==> src/rtl/sdram_line_bist.sv <==
// Line-oriented BIST engine for the sdram controller user port.
// On start it writes a pattern to NUM_LINES consecutive lines, reads every line
// back, and reports pass/fail, a saturating error count and the first bad address.
// Ports:
//   clk, rst_n            clock, async active-low reset
//   start, mode           test launch pulse and pattern select (sampled on start)
//   busy, test_done, pass test status; pass is meaningful while test_done is high
//   timeout               sticky: a transaction never saw mem_done
//   err_count             mismatching lines (saturating)
//   first_err_addr        address of the first mismatching line
//   mem_*                 controller request/response port
module sdram_line_bist #(
   parameter int unsigned LINE_W      = 128,
   parameter int unsigned ADDR_W      = 24,
   parameter int unsigned BASE_ADDR   = 0,
   parameter int unsigned ADDR_STRIDE = 8,
   parameter int unsigned NUM_LINES   = 256,
   parameter logic [15:0] SEED        = 16'hACE1,
   parameter int unsigned TIMEOUT     = 4096
) (
   input  logic              clk,
   input  logic              rst_n,
   input  logic              start,
   input  logic [1:0]        mode,
   output logic              busy,
   output logic              test_done,
   output logic              pass,
   output logic              timeout,
   output logic [15:0]       err_count,
   output logic [ADDR_W-1:0] first_err_addr,
   output logic [ADDR_W-1:0] mem_addr,
   output logic              mem_wr,
   output logic              mem_rd,
   output logic              mem_valid,
   output logic [LINE_W-1:0] mem_wdata,
   input  logic [LINE_W-1:0] mem_rdata,
   input  logic              mem_done,
   input  logic              mem_init_done
);

   localparam int unsigned WORDS  = LINE_W / 16;
   localparam int unsigned LIDX_W = (NUM_LINES > 1) ? $clog2(NUM_LINES) : 1;
   localparam int unsigned CNT_W  = $clog2(TIMEOUT + 1);
   localparam logic [LIDX_W-1:0] LAST_LINE = LIDX_W'(NUM_LINES - 1);
   localparam logic [CNT_W-1:0]  CNT_LAST  = CNT_W'(TIMEOUT - 1);
   localparam logic [ADDR_W-1:0] BASE      = ADDR_W'(BASE_ADDR);
   localparam logic [ADDR_W-1:0] STRIDE    = ADDR_W'(ADDR_STRIDE);

   typedef enum logic [2:0] {
      S_IDLE, S_WAIT_INIT, S_WR_REQ, S_WR_GAP, S_RD_REQ, S_RD_CHK, S_FINISH
   } state_t;

   // One step of the Galois LFSR x^16+x^14+x^13+x^11+1, shifting right
   function automatic logic [15:0] lfsr_step(input logic [15:0] s);
      return {1'b0, s[15:1]} ^ (s[0] ? 16'hB400 : 16'h0000);
   endfunction

   // LFSR state at the start of the following line
   function automatic logic [15:0] lfsr_next_line(input logic [15:0] s);
      logic [15:0] r;
      r = s;
      for (int unsigned k = 0; k < WORDS; k++) r = lfsr_step(r);
      return r;
   endfunction

   // Full line pattern for line idx; seed is the LFSR state at that line's word 0
   function automatic logic [LINE_W-1:0] gen_line(input logic [LIDX_W-1:0] idx,
                                                  input logic [15:0] seed,
                                                  input logic [1:0] md);
      logic [LINE_W-1:0] pat;
      logic [15:0]       s;
      logic [15:0]       cnt;
      logic [3:0]        rot;
      pat = '0;
      s   = seed;
      for (int unsigned k = 0; k < WORDS; k++) begin
         cnt = 16'(32'(idx) * WORDS + k);
         rot = 4'(idx) + 4'(k);
         case (md)
            2'd0: pat[16*k +: 16] = cnt;
            2'd1: pat[16*k +: 16] = ~cnt;
            2'd2: begin
               pat[16*k +: 16] = s;
               s = lfsr_step(s);
            end
            default: pat[16*k +: 16] = 16'h0001 << rot;
         endcase
      end
      return pat;
   endfunction

   state_t            state_q, state_d;
   logic [LIDX_W-1:0] line_q, line_d;
   logic [15:0]       lfsr_q, lfsr_d;
   logic [1:0]        mode_q, mode_d;
   logic [CNT_W-1:0]  cnt_q, cnt_d;
   logic [LINE_W-1:0] rdata_q, rdata_d;
   logic [ADDR_W-1:0] addr_d, ferr_d;
   logic [LINE_W-1:0] wdata_d;
   logic [15:0]       err_d;
   logic              busy_d, done_d, pass_d, tmo_d, wr_d, rd_d, valid_d, abort;

   logic              last_c, expired_c;
   logic [LIDX_W-1:0] nxt_line_c;
   logic [15:0]       nxt_lfsr_c;
   logic [LINE_W-1:0] cur_pat_c, nxt_pat_c;

   assign last_c     = (line_q == LAST_LINE);
   assign expired_c  = (cnt_q == CNT_LAST);
   assign nxt_line_c = line_q + LIDX_W'(1);
   assign nxt_lfsr_c = lfsr_next_line(lfsr_q);
   assign cur_pat_c  = gen_line(line_q, lfsr_q, mode_q);
   assign nxt_pat_c  = gen_line(nxt_line_c, nxt_lfsr_c, mode_q);

   // State and registered outputs
   always_ff @(posedge clk or negedge rst_n) begin
      if (!rst_n) begin
         state_q        <= S_IDLE;
         line_q         <= '0;
         lfsr_q         <= '0;
         mode_q         <= '0;
         cnt_q          <= '0;
         rdata_q        <= '0;
         mem_addr       <= '0;
         mem_wdata      <= '0;
         err_count      <= '0;
         first_err_addr <= '0;
         busy           <= 1'b0;
         test_done      <= 1'b0;
         pass           <= 1'b0;
         timeout        <= 1'b0;
         mem_wr         <= 1'b0;
         mem_rd         <= 1'b0;
         mem_valid      <= 1'b0;
      end else begin
         state_q        <= state_d;
         line_q         <= line_d;
         lfsr_q         <= lfsr_d;
         mode_q         <= mode_d;
         cnt_q          <= cnt_d;
         rdata_q        <= rdata_d;
         mem_addr       <= addr_d;
         mem_wdata      <= wdata_d;
         err_count      <= err_d;
         first_err_addr <= ferr_d;
         busy           <= busy_d;
         test_done      <= done_d;
         pass           <= pass_d;
         timeout        <= tmo_d;
         mem_wr         <= wr_d;
         mem_rd         <= rd_d;
         mem_valid      <= valid_d;
      end
   end

   // Next-state and next-output logic; requests are asserted from the entering edge
   always_comb begin
      state_d = state_q;
      line_d  = line_q;
      lfsr_d  = lfsr_q;
      mode_d  = mode_q;
      cnt_d   = cnt_q;
      rdata_d = rdata_q;
      addr_d  = mem_addr;
      wdata_d = mem_wdata;
      err_d   = err_count;
      ferr_d  = first_err_addr;
      busy_d  = busy;
      done_d  = test_done;
      pass_d  = pass;
      tmo_d   = timeout;
      wr_d    = 1'b0;
      rd_d    = 1'b0;
      abort   = 1'b0;

      case (state_q)
         S_IDLE: begin
            if (start) begin
               state_d = S_WAIT_INIT;
               mode_d  = mode;
               line_d  = '0;
               lfsr_d  = SEED;
               addr_d  = BASE;
               cnt_d   = '0;
               err_d   = '0;
               ferr_d  = '0;
               tmo_d   = 1'b0;
               done_d  = 1'b0;
               pass_d  = 1'b0;
               busy_d  = 1'b1;
            end
         end
         S_WAIT_INIT: begin
            if (mem_init_done) begin
               state_d = S_WR_REQ;
               wr_d    = 1'b1;
               cnt_d   = '0;
               wdata_d = cur_pat_c;
            end
         end
         S_WR_REQ: begin
            if (mem_done) begin
               state_d = S_WR_GAP;
            end else if (expired_c) begin
               abort = 1'b1;
            end else begin
               wr_d  = 1'b1;
               cnt_d = cnt_q + CNT_W'(1);
            end
         end
         S_WR_GAP: begin
            cnt_d = '0;
            if (last_c) begin
               state_d = S_RD_REQ;
               line_d  = '0;
               lfsr_d  = SEED;
               addr_d  = BASE;
               rd_d    = 1'b1;
            end else begin
               state_d = S_WR_REQ;
               line_d  = nxt_line_c;
               lfsr_d  = nxt_lfsr_c;
               addr_d  = mem_addr + STRIDE;
               wdata_d = nxt_pat_c;
               wr_d    = 1'b1;
            end
         end
         S_RD_REQ: begin
            if (mem_done) begin
               state_d = S_RD_CHK;
               rdata_d = mem_rdata;
            end else if (expired_c) begin
               abort = 1'b1;
            end else begin
               rd_d  = 1'b1;
               cnt_d = cnt_q + CNT_W'(1);
            end
         end
         S_RD_CHK: begin
            cnt_d = '0;
            if (rdata_q != cur_pat_c) begin
               if (err_count != 16'hFFFF) err_d = err_count + 16'd1;
               if (err_count == 16'd0) ferr_d = mem_addr;
            end
            if (last_c) begin
               state_d = S_FINISH;
               done_d  = 1'b1;
               busy_d  = 1'b0;
               pass_d  = (err_d == 16'd0) && !timeout;
            end else begin
               state_d = S_RD_REQ;
               line_d  = nxt_line_c;
               lfsr_d  = nxt_lfsr_c;
               addr_d  = mem_addr + STRIDE;
               rd_d    = 1'b1;
            end
         end
         S_FINISH: state_d = S_IDLE;
         default:  state_d = S_IDLE;
      endcase

      // Controller never answered: give up on the whole test
      if (abort) begin
         state_d = S_FINISH;
         tmo_d   = 1'b1;
         done_d  = 1'b1;
         pass_d  = 1'b0;
         busy_d  = 1'b0;
      end

      valid_d = wr_d | rd_d;
   end

endmodule
==> config.mk <==
export PLATFORM = sky130hd
export DESIGN_NAME = sdram_line_bist
export DESIGN_NICKNAME = d
export VERILOG_FILES = /design/src/rtl/sdram_line_bist.sv
export SDC_FILE = /design/constraint.sdc
export NUM_CORES = 1
export LEC_CHECK = 0
export ABC_CLOCK_PERIOD_IN_PS = 5200
export CORE_ASPECT_RATIO = 1.1
export CORE_UTILIZATION = 32
export CTS_BUF_LIST = sky130_fd_sc_hd__clkbuf_4 sky130_fd_sc_hd__clkbuf_8 sky130_fd_sc_hd__clkbuf_16
export DETAILED_ROUTE_END_ITERATION = 10
export DONT_BUFFER_PORTS = 1
export GPL_TIMING_DRIVEN = 0
export PLACE_DENSITY = 0.57
export RECOVER_POWER = 50
export SLEW_MARGIN = 15
export SYNTH_ARGS = -nofsm -noshare
export SYNTH_HDL_FRONTEND = slang
export SYNTH_SLANG_ARGS = --single-unit
==> constraint.sdc <==
create_clock -name clk -period 5.2 [get_ports clk]
set_clock_uncertainty 0.2 [all_clocks]
set_input_delay 0.78 -clock clk [delete_from_list [all_inputs] [get_ports clk]]
set_output_delay 0.78 -clock clk [all_outputs]
set_load 0.005 [all_outputs]
* Yosys cells after proc, flatten, opt, wreduce, memory -nomap -nowiden
Cells that the tools add are included.
** Operators by class
- Reductions and logical operators :: 25
- Multiplexer cells :: 108
- Shift operators :: 16
- $add $sub $neg :: 32
- Equal/unequal tests :: 24
- Bitwise operators :: 38
** Operators with widths (number)
- 16-bit case mux with 3 select lines :: 17
- 16-bit 2-to-1 mux :: 40
- 15-bit by 16-bit XOR with 16-bit output :: 21
- 128-bit 2-to-1 mux :: 2
- 128-bit case mux with 2 select lines :: 1
- 1-bit by 4-bit left shift with 16-bit output, first input constant :: 16
- 12-bit NOT with 16-bit output :: 14
- 128-bit != test :: 1
- 24-bit 2-to-1 mux :: 5
- 11-bit by 3-bit adder with 12-bit output, second input constant :: 8
- 24-bit case mux with 3 select lines :: 1
- 13-bit 2-to-1 mux :: 4
- 13-bit case mux with 4 select lines :: 1
- 11-bit by 2-bit adder with 12-bit output, second input constant :: 4
- 24-bit case mux with 2 select lines :: 1
- 4-bit by 3-bit adder with 4-bit output, second input constant :: 8
- 16-bit zero test :: 2
- 11-bit NOT with 16-bit output :: 2
- 16-bit case mux with 2 select lines :: 1
- 11-bit by 1-bit adder with 12-bit output, second input constant :: 2
- 24-bit by 4-bit adder with 24-bit output, second input constant :: 1
- 8-bit 2-to-1 mux :: 3
- 8-bit case mux with 3 select lines :: 1
- 1-bit 2-to-1 mux :: 18
- other kinds (33) :: 69
** Word-level totals
- Flip-flop bits (word level) :: 369
- Output and inout bits :: 199
- Bits of input ports :: 135

* Depth between registers and ports, before layout
- Word-level depth :: 39
- Gate-level depth with buffers :: 21
- Mapped depth without buffers :: 15

* Worst setup path after synthesis
OpenSTA, ideal clock, no wires.
- Path type :: flip-flop to flip-flop
- From :: reg line_q[2]
- To :: reg pass
- Buffers on the path :: 5
- Slack :: 0.617 ns
- Required time :: 4.924 ns
- Data arrival time :: 4.307 ns
- Cell stages (with the launch flop) :: 20
- Period minus slack after synthesis :: 4.583 ns
- Library setup time :: 0.076 ns
- Path through :: dfrtp_1 buf_2 buf_2 clkbuf_1 inv_1 ha_1 buf_2 nand2_1 o311ai_1 nand4_1 or4b_1 nor4_1 o2111ai_1 nor4b_2 nand4_2 buf_2 nand4_1 mux2i_1 o211ai_1 o21ai_1
** Between the ends
- Longest elaborated chain between the ends :: 11
- Elaborated cells between the ends (all ways) :: 49
** Ends and longest elaborated chain
- start, declared :: RTL line 93 : logic [LIDX_W-1:0] line_q, line_d;
- start signal, assigned :: RTL line 137 : line_q <= line_d;
- 11-bit by 1-bit adder with 12-bit output (tied with other cells) :: RTL line 77 : cnt = 16'(32'(idx) * WORDS + k);
- 12-bit NOT with 16-bit output or 1-bit by 4-bit left shift with 16-bit output (tied branches) :: RTL line 81, 86
- 16-bit case mux with 3 select lines :: RTL line 79 : case (md)
- 128-bit != test :: RTL line 241 : if (rdata_q != cur_pat_c) begin
- 16-bit 2-to-1 mux :: RTL line 241
- 16-bit 2-to-1 mux :: RTL line 176 : case (state_q)
- 16-bit zero test :: RTL line 249 : pass_d = (err_d == 16'd0) && !timeout;
- 1-bit logical AND :: RTL line 249
- 1-bit 2-to-1 mux :: RTL line 245 : if (last_c) begin
- 1-bit case mux with 2 select lines :: RTL line 176
- 1-bit 2-to-1 mux :: RTL line 263 : if (abort) begin
- end signal, assigned :: RTL line 148 : pass <= pass_d;
- end, declared :: RTL line 27 : output logic pass,
Parallel ways exist; a longest one is shown, timed or not. The select of a mux whose other input is x is not followed.
A chain may end at the register's enable or synchronous reset.

* Worst setup path after layout
- From :: reg lfsr_q[5]
- To :: reg mem_wdata[25]
** Between the ends
- Longest elaborated chain between the ends :: 14
** Ends and longest elaborated chain
- start, declared :: RTL line 94 : logic [15:0] lfsr_q, lfsr_d;
- start signal, assigned :: RTL line 138 : lfsr_q <= lfsr_d;
- 15-bit by 16-bit XOR with 16-bit output (5 in series) :: RTL line 55 : return {1'b0, s[15:1]} ^ (s[0] ? 16'hB400 : 16'h0000);
- 16-bit 2-to-1 mux :: RTL line 55
- 15-bit by 16-bit XOR with 16-bit output (4 in series) :: RTL line 55
- 16-bit 2-to-1 mux :: RTL line 79
- 16-bit case mux with 3 select lines :: RTL line 79
- 128-bit 2-to-1 mux :: RTL line 213 : if (last_c) begin
- 128-bit case mux with 2 select lines :: RTL line 176
- end signal, assigned :: RTL line 143 : mem_wdata <= wdata_d;
- end, declared :: RTL line 35 : output logic [LINE_W-1:0] mem_wdata,
No other way between the ends. The select of a mux whose other input is x is not followed.

==> results.ini <==
[run_status]
run_status = finished, violations left
failed_checks = negative hold slack, negative setup slack

[yosys]
ys_ff_latch = 363
synthCells = 2893
synth.most_common_cell = nand2_1
synth_top_flop_cell = dfrtp_1
yosys-top-cells-count = 380 x nand2_1, 363 x dfrtp_1, 319 x o21ai_0
yosysWarnings = 0
yosysTopAreaCellShare_pct = 37.5
syn_area_per_cell_um2 = 8.37
synth_edf_count = 0
synthArstFlopShare_pct = 100
synthTopCellsByArea = dfrtp_1 38%, o21ai_0 6.6%, nand2_1 5.9%, mux2_2 5.2%, a21oi_1 3.7%
synth.largest_area_cell = dfrtp_1
yosysSeqAreaShare_pct = 37.5
syn_area_um2 = 24200
synth_cell_types = 101

[die]
die_w_um = 264
core_um2 = 74800
start_util_pct = 32.4
rows = 105
die_area_um2 = 76800
io-pin-count = 334
die_y_um = 290

[sta]
setup_violations = 36
period_needed_ns = 5.46
finalMaxSlewViolations = 0
tightest_slew_ns = 1.41
fmax_mhz = 183
fin_crit_sh_pct = 105
holdWs_ns = -0.320
relSlewSlack_pct = 5.03
hold_viol = 363
setup_ws_ns = -0.262
fin_tns_setup_ns = -4.05

[clock_network]
cts_tree = done
cts_buffers = 41
cts_root_buf = clkbuf_16
cts.htree.levels = 2
cts_sinks = 363
clockBufferDepth = 3
path_clk_slew_ns = 0.08
insertion_delay_ns = 0.62

[layout]
layout-drive-gt1-share_pct = 19.3
area_delta_synth_final_pct = 21.2
finalInstanceArea_um2 = 29400
final_cells = 4024
fill_cells = 7741
seq_area_um2 = 9090
fin_nets = 3181
multi_input_area_um2 = 15200

[global_route]
gr-usage-all-layers_pct = 51.9
grt_pass1_wl_mm = 264
grt_pass1_vias = 26600
grt.overflow.total = 0
antenna_found_initial = 36
grt_max_degree = 364

[detailed_routing]
ant_nets = 0
drc = 0
drtPass1Iterations = 7
drtIter0Drc = 4253
vias = 28400
vias_per_cell = 7.05
post_drt_wl_per_cell_um = 50.7
wirelength_mm = 204

[placed_design]
gp_congestion = 1.12
portBuffers = 0
placed_cell_area_um2 = 25800
hpwl_mm = 159
dp.cells = 3879

[run]
max_cap_viol_count = 0

[pwr]
pwr-share-clk_pct = 11.8
swShare_pct = 62.7
leakage_nw = 12.0
ir_worst_vdd_mv = 0.347
finalPower_mw = 27.2
share_seq_of_total_power_pct = 15.9
power.switching_mw = 17.0
pwr_density_cell_nw_per_um2 = 925
combinationalPowerShare_pct = 72.4
internal-power_mw = 10.1

[critical_path]
worstSetupStartpointType = flop
cp_num_buf_inv = 2
required_ns = 5.54
cp_slowest_cell = nor2_1
critPathKind = reg2reg
endpoint_kind = flop
path_cells = clkbuf_1 > clkbuf_1 > xor2_1 > xor2_1 > nor2_1 > a31oi_1 > a221oi_1 > a21o_1
cp_top_family = XOR/XNOR gates
crit_cells = 8
slowest_delay_ns = 1.06
cp_data_arrival_time_ns = 5.80
cp_max_fo = 10
rr_worst_depth = 8

[worst_hold_path]
hp-class = in2async

==> final timing paths <==
kind | start | to | slack [ns]
worst max-delay path | lfsr_q[5]$_DFFE_PN0P_ | mem_wdata[25]$_DFFE_PN0P_ | -0.26
worst min-delay path | rst_n | mem_wdata[38]$_DFFE_PN0P_ | -0.32
worst max register to register | lfsr_q[5]$_DFFE_PN0P_ | mem_wdata[25]$_DFFE_PN0P_ | -0.26
worst min register to register | mem_wdata[93]$_DFFE_PN0P_ | mem_wdata[93]$_DFFE_PN0P_ | 0.30
max in group asynchronous | rst_n | rdata_q[42]$_DFFE_PN0P_ | 4.37
min in group clk | mem_rdata[48] | rdata_q[48]$_DFFE_PN0P_ | 0.08
==> cell usage in the layout (no fill, tap or decap), types with 18 or more instances in the layout <==
| cell | Yosys | routed |
|---|---|---|
| nand2_1 | 380 | 371 |
| dfrtp_1 | 363 | 359 |
| o21ai_0 | 319 | 307 |
| nor2_1 | 217 | 206 |
| a21oi_1 | 178 | 155 |
| mux2_2 | 112 | 112 |
| clkbuf_1 | 143 | 109 |
| buf_4 | 24 | 98 |
| xnor2_1 | 96 | 76 |
| nor3_1 | 78 | 71 |
| nand3_1 | 65 | 60 |
| inv_1 | 58 | 55 |
| o22ai_1 | 51 | 48 |
| xor2_1 | 54 | 46 |
| clkbuf_16 | 0 | 43 |
| nand4_1 | 41 | 41 |
| o31ai_1 | 41 | 39 |
| a31oi_1 | 37 | 32 |
| or3_1 | 32 | 31 |
| nand2b_1 | 31 | 29 |
| buf_2 | 47 | 29 |
| and3_1 | 30 | 29 |
| buf_6 | 7 | 25 |
| o211ai_1 | 23 | 23 |
| nor4_1 | 35 | 22 |
| a211oi_1 | 24 | 22 |
| ha_1 | 32 | 21 |
| o2111ai_1 | 21 | 20 |
| xnor2_2 | 4 | 20 |
| o32ai_1 | 20 | 20 |
| and2_1 | 19 | 18 |
| clkbuf_4 | 0 | 18 |
| o21ai_1 | 13 | 18 |
==> sequential cells by signal (all words and copies together), names as in the netlist, 2 cells and up <==
signal,count
mem_addr,21
rdata_q,128
mem_wdata,128
first_err_addr,21
err_count,16
state_q,3
lfsr_q,16
cnt_q,13
line_q,8
mode_q,2
==> layout make-up <==
| cell class | instances | area share, % |
|---|---|---|
| buffer | 231 | 4.60 |
| tap | 963 | 4.10 |
| clock buffer | 57 | 4.05 |
| sequential | 363 | 31.0 |
| inverter | 60 | 0.806 |
| clock inverter | 16 | 0.887 |
| timing repair buffer | 85 | 2.74 |
| multi-input combinational | 2232 | 51.7 |
| antenna | 17 | 0.145 |
==> stage by stage <==
step                util, %  worst slack [ns]
global placement       34.0             -4.17
global route           39.2         -0.000120
finish                 39.3            -0.262
detailed placement     34.6             -3.70
CTS                    38.3           -0.0259
floorplan                 -             0.617
==> power by group through the flow <==
stage | combinational, mW | clock (mW) | sequential [mW]
final | 19.7 | 3.19 | 4.30
after global routing | 18.9 | 3.32 | 4.34
after CTS | 17.2 | 3.23 | 4.29
after detailed placement | 16.2 | 0 | 4.27
after global placement | 16.1 | 0 | 4.26
after floorplan | 7.28 | 0 | 3.94
==> metal layers <==
layer  vias to the layer above  track usage, %  share of wire [%]
met1                     14100            60.0                 36
met2                      2578            72.4                 40
li1                      10800               -                  -
met4                        26            45.9                 11
met3                       910            22.5                 12
met5                         -            1.57               0.27
==> timing repair <==
item | in CTS | in global routing
buffers inserted | 36 | 30
endpoints found under the setup margin | 211 | 103
hold endpoints to repair | 363 | 363
resized for setup | 239 | 97
gates cloned | 1 | 0
pin swaps | 26 | 33
==> cells by family after synthesis <==
family          after synthesis  share of synthesized area (%)
simple gates               1011                           19.8
flops                       363                           37.5
other cells                   1                         0.0155
fa+ha+maj                    32                           1.65
buf+inv                     303                           5.53
xor+xnor                    162                           6.45
mux                         121                           5.58
compound gates              900                           23.5
No activity file was read; power rests on OpenSTA's default activity.
